<file path="config.mk">
export PLATFORM = sky130hd
export DESIGN_NAME = ex_mult_unit
export DESIGN_NICKNAME = d
export VERILOG_FILES = /design/src/rtl/ex_mult_unit_pkg.sv /design/src/rtl/mult_step.sv /design/src/rtl/ex_mult_unit.sv
export SDC_FILE = /design/constraint.sdc
export NUM_CORES = 1
export LEC_CHECK = 0
export BUFFER_PORTS_ARGS = -buffer_cell sky130_fd_sc_hd__buf_2
export CAP_MARGIN = 25
export CORE_MARGIN = 2
export CORE_UTILIZATION = 55
export DETAILED_ROUTE_END_ITERATION = 10
export GPL_TIMING_DRIVEN = 0
export PLACE_DENSITY = 0.81
export SLEW_MARGIN = 0
export SYNTH_ARGS = -nofsm -noshare
export SYNTH_HDL_FRONTEND = slang
export SYNTH_SLANG_ARGS = --single-unit
export TNS_END_PERCENT = 100
</file>
<file path="constraint.sdc">
create_clock -name clk -period 4.1 [get_ports clk]
set_input_delay 0.205 -clock clk [delete_from_list [all_inputs] [get_ports clk]]
set_output_delay 0.205 -clock clk [all_outputs]
set_load 0.005 [all_outputs]
</file>
<file path="src/rtl/ex_mult_unit_pkg.sv">
// rtl/ex_mult_unit_pkg.sv - shared state encoding and width defaults for the EX multiplier lane
package ex_mult_unit_pkg;

    localparam int DATA_W_DEF   = 16;
    localparam int BITS_PER_DEF = 2;
    localparam int IDX_W_DEF    = 6;

    typedef enum logic [1:0] {
        IDLE = 2'd0,
        BUSY = 2'd1,
        DONE = 2'd2
    } state_t;

endpackage

</file>
<file path="src/rtl/mult_step.sv">
// rtl/mult_step.sv - one shift-add step: acc + a * b_slice, modulo 2^DATA_W
module mult_step #(
    parameter int DATA_W   = 16,
    parameter int BITS_PER = 2
) (
    input  logic [DATA_W-1:0]   acc,
    input  logic [DATA_W-1:0]   a,
    input  logic [BITS_PER-1:0] b_slice,
    output logic [DATA_W-1:0]   sum
);

    logic [DATA_W-1:0] slice_ext;

    assign slice_ext = DATA_W'(b_slice);
    assign sum       = acc + a * slice_ext;

endmodule

</file>
<file path="src/rtl/ex_mult_unit.sv">
// rtl/ex_mult_unit.sv - iterative shift-add multiplier consuming the RF_EX mult lane
module ex_mult_unit
    import ex_mult_unit_pkg::*;
#(
    parameter int DATA_W   = DATA_W_DEF,
    parameter int BITS_PER = BITS_PER_DEF,
    parameter int IDX_W    = IDX_W_DEF
) (
    input  logic              clk,
    input  logic              rst_n,
    input  logic              flush,
    input  logic              mult_inst_vld,
    input  logic              mult_en,
    input  logic [DATA_W-1:0] mult_op1,
    input  logic [DATA_W-1:0] mult_op2,
    input  logic [DATA_W-1:0] mult_imm,
    input  logic              mult_imm_vld,
    input  logic              mult_invtRt,
    input  logic [IDX_W-1:0]  mult_done_idx,
    input  logic [IDX_W-1:0]  phy_addr_mult,
    input  logic              reg_wrt_mul,
    output logic              stall_mult,
    output logic              wb_vld,
    input  logic              wb_rdy,
    output logic [DATA_W-1:0] wb_result,
    output logic [IDX_W-1:0]  wb_done_idx,
    output logic [IDX_W-1:0]  wb_phy_addr,
    output logic              wb_reg_wrt
);

    localparam int N     = DATA_W / BITS_PER;
    localparam int CNT_W = (N > 1) ? $clog2(N) : 1;

    state_t            state, state_nxt;
    logic              accept;
    logic [DATA_W-1:0] a_q, b_q, acc_q, acc_step;
    logic [CNT_W-1:0]  cnt_q;
    logic [IDX_W-1:0]  done_idx_q, phy_addr_q;
    logic              reg_wrt_q;
    logic [DATA_W-1:0] b_sel;

    assign b_sel = (mult_imm_vld ? mult_imm : mult_op2) ^ {DATA_W{mult_invtRt}};

    mult_step #(
        .DATA_W   (DATA_W),
        .BITS_PER (BITS_PER)
    ) u_step (
        .acc     (acc_q),
        .a       (a_q),
        .b_slice (b_q[BITS_PER-1:0]),
        .sum     (acc_step)
    );

    // Flush overrides the handshake view so RF_EX and writeback see a clean abort cycle.
    always_comb begin
        state_nxt  = state;
        accept     = 1'b0;
        stall_mult = 1'b0;
        wb_vld     = 1'b0;
        if (flush) begin
            state_nxt = IDLE;
        end else begin
            accept = ((state == IDLE) || ((state == DONE) && wb_rdy))
                     && mult_inst_vld && mult_en;
            stall_mult = (state == BUSY) || ((state == DONE) && !wb_rdy);
            wb_vld     = (state == DONE);
            case (state)
                IDLE:    if (accept) state_nxt = BUSY;
                BUSY:    if (cnt_q == '0) state_nxt = DONE;
                DONE:    if (wb_rdy) state_nxt = accept ? BUSY : IDLE;
                default: state_nxt = IDLE;
            endcase
        end
    end

    always_ff @(posedge clk or negedge rst_n) begin
        if (!rst_n) begin
            state      <= IDLE;
            a_q        <= '0;
            b_q        <= '0;
            acc_q      <= '0;
            cnt_q      <= '0;
            done_idx_q <= '0;
            phy_addr_q <= '0;
            reg_wrt_q  <= 1'b0;
        end else begin
            state <= state_nxt;
            if (accept) begin
                a_q        <= mult_op1;
                b_q        <= b_sel;
                acc_q      <= '0;
                cnt_q      <= CNT_W'(N - 1);
                done_idx_q <= mult_done_idx;
                phy_addr_q <= phy_addr_mult;
                reg_wrt_q  <= reg_wrt_mul;
            end else if (state == BUSY && !flush) begin
                acc_q <= acc_step;
                a_q   <= a_q << BITS_PER;
                b_q   <= b_q >> BITS_PER;
                cnt_q <= cnt_q - 1'b1;
            end
        end
    end

    assign wb_result   = acc_q;
    assign wb_done_idx = done_idx_q;
    assign wb_phy_addr = phy_addr_q;
    assign wb_reg_wrt  = reg_wrt_q;

endmodule

</file>
Word level (Yosys, flattened, before mapping)
Cells that the tools add are included.
{"block": "classes", "n_addsub": 2, "multipliers": 1, "div_mod_pow": 0, "order_cmp": 0, "eq_ne": 5, "shifts": 0, "n_mux": 18, "bitwise_logic": 1, "n_reduce_logical": 13}
{"operator": "$mux W16", "count": 7}
{"operator": "$add A16 B16 Y16", "count": 1}
{"operator": "$mul A16 B2 Y16", "count": 1}
{"operator": "$xor A16 B16 Y16", "count": 1}
{"operator": "$mux W2", "count": 4}
{"operator": "$mux W3", "count": 2}
{"operator": "$ne A3 B3 Y1 const B", "count": 2}
{"operator": "$pmux W2 S3", "count": 1}
{"operator": "$logic_and A1 B1 Y1", "count": 5}
{"operator": "$mux W1", "count": 4}
{"operator": "$logic_not A3 Y1", "count": 1}
{"operator": "$ne A3 B2 Y1 const B", "count": 1}
{"operator": "$reduce_and A3 Y1", "count": 1}
{"operator": "$sub A3 B1 Y3 const B", "count": 1}
{"operator": "$eq A2 B1 Y1 const B", "count": 1}
{"operator": "$eq A2 B2 Y1 const B", "count": 1}
{"operator": "$logic_not A1 Y1", "count": 2}
{"operator": "$logic_not A2 Y1", "count": 1}
{"operator": "$logic_or A1 B1 Y1", "count": 2}
{"operator": "$reduce_bool A2 Y1", "count": 1}
{"block": "totals", "register_bits": 66, "latchBits": 0, "mem_bits_rw": 0, "romBits": 0, "mem_count": 0}

Logic depth before layout (Yosys ltp)
{"block": "depth", "ltp_word": 9, "mapped_depth": 12}

Cells and area by module
A second synthesis with hierarchy kept.
{"block": "unflattened", "cells_unflattened": 459, "hier_area_um2": 4530.6}
{"module": "ex_mult_unit", "n_inst": 1, "cells_each": 272, "area_per_inst_um2": 3199.3, "seq_area_each_um2": 1651.6}
{"module": "mult_step", "n_inst": 1, "cells_each": 187, "area_per_inst_um2": 1331.3, "seq_area_each_um2": 0.0}

Least setup slack after synthesis
Ideal clock, no wire load.
{"block": "synth_path", "path_type": "register to register", "start": "reg b_q[1]", "end": "reg acc_q[13] (netlist: wb_result[13])", "setup_time_ps": 122, "arrival_time_ps": 2868, "path_slack_ps": 1110, "stages_incl_launch_ff": 12, "n_path_buf": 2, "synth_period_minus_slack_ps": 2990, "path_cell_list": "dfrtp_1 clkbuf_1 clkbuf_1 nand2_1 fa_1 inv_1 ha_1 a21oi_1 nor2b_1 o21a_1 or4_1 a32o_1"}
{"block": "synth_via", "elab_chain_len": 4}
{"element": "from (decl)", "line_no": "ex_mult_unit.sv:36", "rtl": "logic [DATA_W-1:0] a_q, b_q, acc_q, acc_step;"}
{"element": "from (signal assigned)", "line_no": "ex_mult_unit.sv:90", "rtl": "b_q <= b_sel;"}
{"element": "from (signal assigned)", "line_no": "ex_mult_unit.sv:99", "rtl": "b_q <= b_q >> BITS_PER;"}
{"element": "$mul A16 B2 Y16", "line_no": "mult_step.sv:15", "rtl": "assign sum = acc + a * slice_ext;"}
{"element": "$add A16 B16 Y16", "line_no": "mult_step.sv:15"}
{"element": "$mux W16", "line_no": "ex_mult_unit.sv:96", "rtl": "end else if (state == BUSY && !flush) begin"}
{"element": "$mux W16", "line_no": "ex_mult_unit.sv:88", "rtl": "if (accept) begin"}
{"element": "to (signal assigned)", "line_no": "ex_mult_unit.sv:97", "rtl": "acc_q <= acc_step;"}
{"element": "to (decl)", "line_no": "ex_mult_unit.sv:36"}
No other way between the ends. The select of a mux whose other input is x is not followed.
A chain may end at the register's enable or synchronous reset.

Final worst setup path
Ends and elaborated chain as after synthesis.

==> impl_results.md <==
- Share of layout cells above drive strength 1: 19.1%
- R2r setup slk: 0.62 ns
- Avg Cell Area, Syn: 8.34 um^2
- Global-route wire length before repair: 17.9 mm
- Setup TNS Final: 0 ns
- Root buf cell: clkbuf_8
- Area leader, netlist: dfrtp_1
- Critical Path Sink Type: register
- Final setup vio count: 0
- Die area: 8720 um^2
- Clock Skews: 0.00976 ns
- Highest clock rate: 287 MHz
- TritonCTS buffer count: 9
- Synth Cell Area: 4390 um^2
- Relative slew slack: 44.0%
- Most common cell after layout, fill and taps aside: nand2_1
- Yosys reg bits: 66
- Initial antenna violation count: 0
- Number of remaining DRC errors: 0
- Clk_lat worst skew: 0.35 ns
- Setup WS post-layout: 0.616 ns
- Drt total wl: 10.5 mm
- Unique masters post-synth: 49
- Clock tree buffer depth: 2
- Vias: 4,062
- Most frequent CP cell: clkbuf_1
- H-tree Lvls: 3
- P per Cell Area: 551 nW/um^2
- RSZ-0062 raised after global routing: no
- Core area: 7730 um^2
- Syn. warnings: 0
- I/O pins: 100
- Leak: 2.72 nW
- Syn_nets: 628
- Final Instance Area: 5190 um^2
- Post-DR wirelength/cell: 14.2 um
- Maximum vdd drop: 0.211 mV
- DRT Pass-1 Iters: 5
- Diodes inserted: 0
- Die W: 93.4 um
- Yosys top cell area share: 37.6%
- Clk sinks: 66
- WP data required: 4.33 ns
- Max_cap viols: 0
- Crit-path slowest cell: fa_1
- Synth async-reset ratio: 100%
- Clock-pin transition on the worst setup and hold timing paths: 0.08 ns
- Crit-path max cell delay: 0.53 ns
- Vias in the first global route: 3,893
- Min-delay worst type: primary input to register
- Crit share post-route: 85.0%
- Antenna viol nets, final: 0
- Register area share after synthesis: 37.6%
- Status: complete, no violations
- Commonest cells after routing, fill and taps aside: nand2_1 (146), buf_2 (100), dfrtp_1 (66)
- GPL Wtd Cong: 0.983
- FP Rows: 32
- Critical path cell sequence: clkbuf_1 > clkbuf_1 > nand2_1 > fa_1 > inv_1 > ha_1 > a21oi_1 > o32ai_1 > or4_1 > a32o_1
- I/O Buffers: 96
- Min Clock Period, post-route: 3.48 ns
- Largest net degree at the start of global routing: 67
- Max-slew violations: 0
- Synthesized instance count: 527
- Cts repair resizes: 0
- Tightest Pin Transition: 0.839 ns
- DP Area: 5000 um^2
- Synth top area cells: dfrtp_1 (38%), nand2_1 (12%), fa_1 (6.8%), ha_1 (4.8%), inv_1 (4.3%)
- DP HPWL: 8.02 mm
- Top FF cell, synth: dfrtp_1
- Routed vias/inst: 5.47
- Crit path buffers/inverters: 3
- 1st-iter DRT viols: 217
- Kind of critical path: register to register
- GRT Resource Usage Total: 25.6%
- Chip Height: 93.4 um
- Total grt overflow: 0
- Critical Path Fanout Max: 10
- Place WS: 0.668 ns
- Fin nets: 736
- EDFF count, synth: 0
- Startpoint types: register
- Layout area overhead: 18.2%
- Final hold violations: 0
- CTS tree: yes
- Starting Density: 56.9%
- Worst EP arrival: 3.72 ns
- Delay-heaviest family, CP: adder cells
## state kept, by name (all words and copies together), names as in the netlist
name and cells:
wb_reg_wrt 1, cnt_q 3, wb_phy_addr 6, wb_result 16
wb_done_idx 6, b_q 16, state 2, a_q 16
## final timing paths
path                                       start        endpoint  cells after the start
worst max-delay path                      b_q[1]   wb_result[13]                     10
worst min-delay path            mult_done_idx[4]  wb_done_idx[4]                      3
worst max register to register            b_q[1]   wb_result[13]                     10
worst min register to register    wb_phy_addr[3]  wb_phy_addr[3]                      2
max in group asynchronous                  rst_n         b_q[12]                      2
min in group asynchronous                  rst_n          a_q[0]                      2
## kinds of logic after synthesis
group | after synthesis | synth area share, %
DFF | 66 | 37.6
adders and majority gates | 32 | 11.7
AOI/OAI and AO/OA | 91 | 13.9
buffers and inverters | 82 | 7.35
xor gates and xnor gates | 23 | 4.90
and+or+nand+nor | 216 | 20.8
muxes | 17 | 3.87
## routing by layer
layer,global-route usage (%),part of all wire [%],vias up
met5,0,0,-
met4,6.62,2.2,0
met3,4.11,6.5,24
met2,43.6,47,153
met1,34.0,44,1918
li1,-,-,1967
## worst reg2reg max path, cell delays in order, from the launching register on
cell      delay (ns)
dfrtp_1         0.32
clkbuf_1        0.36
clkbuf_1        0.41
nand2_1         0.14
fa_1            0.53
inv_1           0.04
ha_1            0.35
a21oi_1         0.29
o32ai_1         0.16
or4_1           0.51
a32o_1          0.26
## stage by stage
stage	hold slack, ns	utilization (%)	instances	power (mW)
final	0.0419	67.2	742	2.86
after global routing	0.0434	67.2	742	3.12
after floorplan	-0.0906	-	527	1.96
after CTS	0.0373	67.2	742	2.86
after detailed placement	0.357	64.8	725	2.36
after global placement	0.395	64.7	725	2.30
## timing repair
item                      4_1_cts  5_1_grt
hold buffers                    1        0
hold endpoints to repair       46        0
buffers inserted                0        0
## layout make-up
class | count | area, um^2
multi-input combinational | 379 | 2420
clock inverter | 6 | 42.5
timing repair buffer | 97 | 493
buffer | 32 | 135
clock buffer | 10 | 138
tap | 102 | 128
sequential | 66 | 1650
inverter | 50 | 188
fill | 664 | 2530
## cells in the mapped netlist (5+ instances only)
cell / instances
ha_1: 17
o21ai_0: 14
clkbuf_1: 24
nand2_1: 146
a21oi_1: 14
buf_2: 5
a22oi_1: 14
xnor2_1: 16
xor2_1: 6
inv_1: 50
a31oi_1: 17
nand3_1: 19
o211ai_1: 5
fa_1: 15
o31ai_1: 8
mux2i_1: 17
dfrtp_1: 66
nor2_1: 26
## where the power goes
| group | leakage (nW) | switching [mW] | total, mW | internal, mW |
|---|---|---|---|---|
| Clock | 0.0882 | 0.263 | 0.498 | 0.235 |
| Sequential | 0.824 | 0.143 | 0.980 | 0.837 |
| Combinational | 1.80 | 0.817 | 1.38 | 0.567 |
| Total | 2.72 | 1.22 | 2.86 | 1.64 |
(Power assumes the default switching activity.)
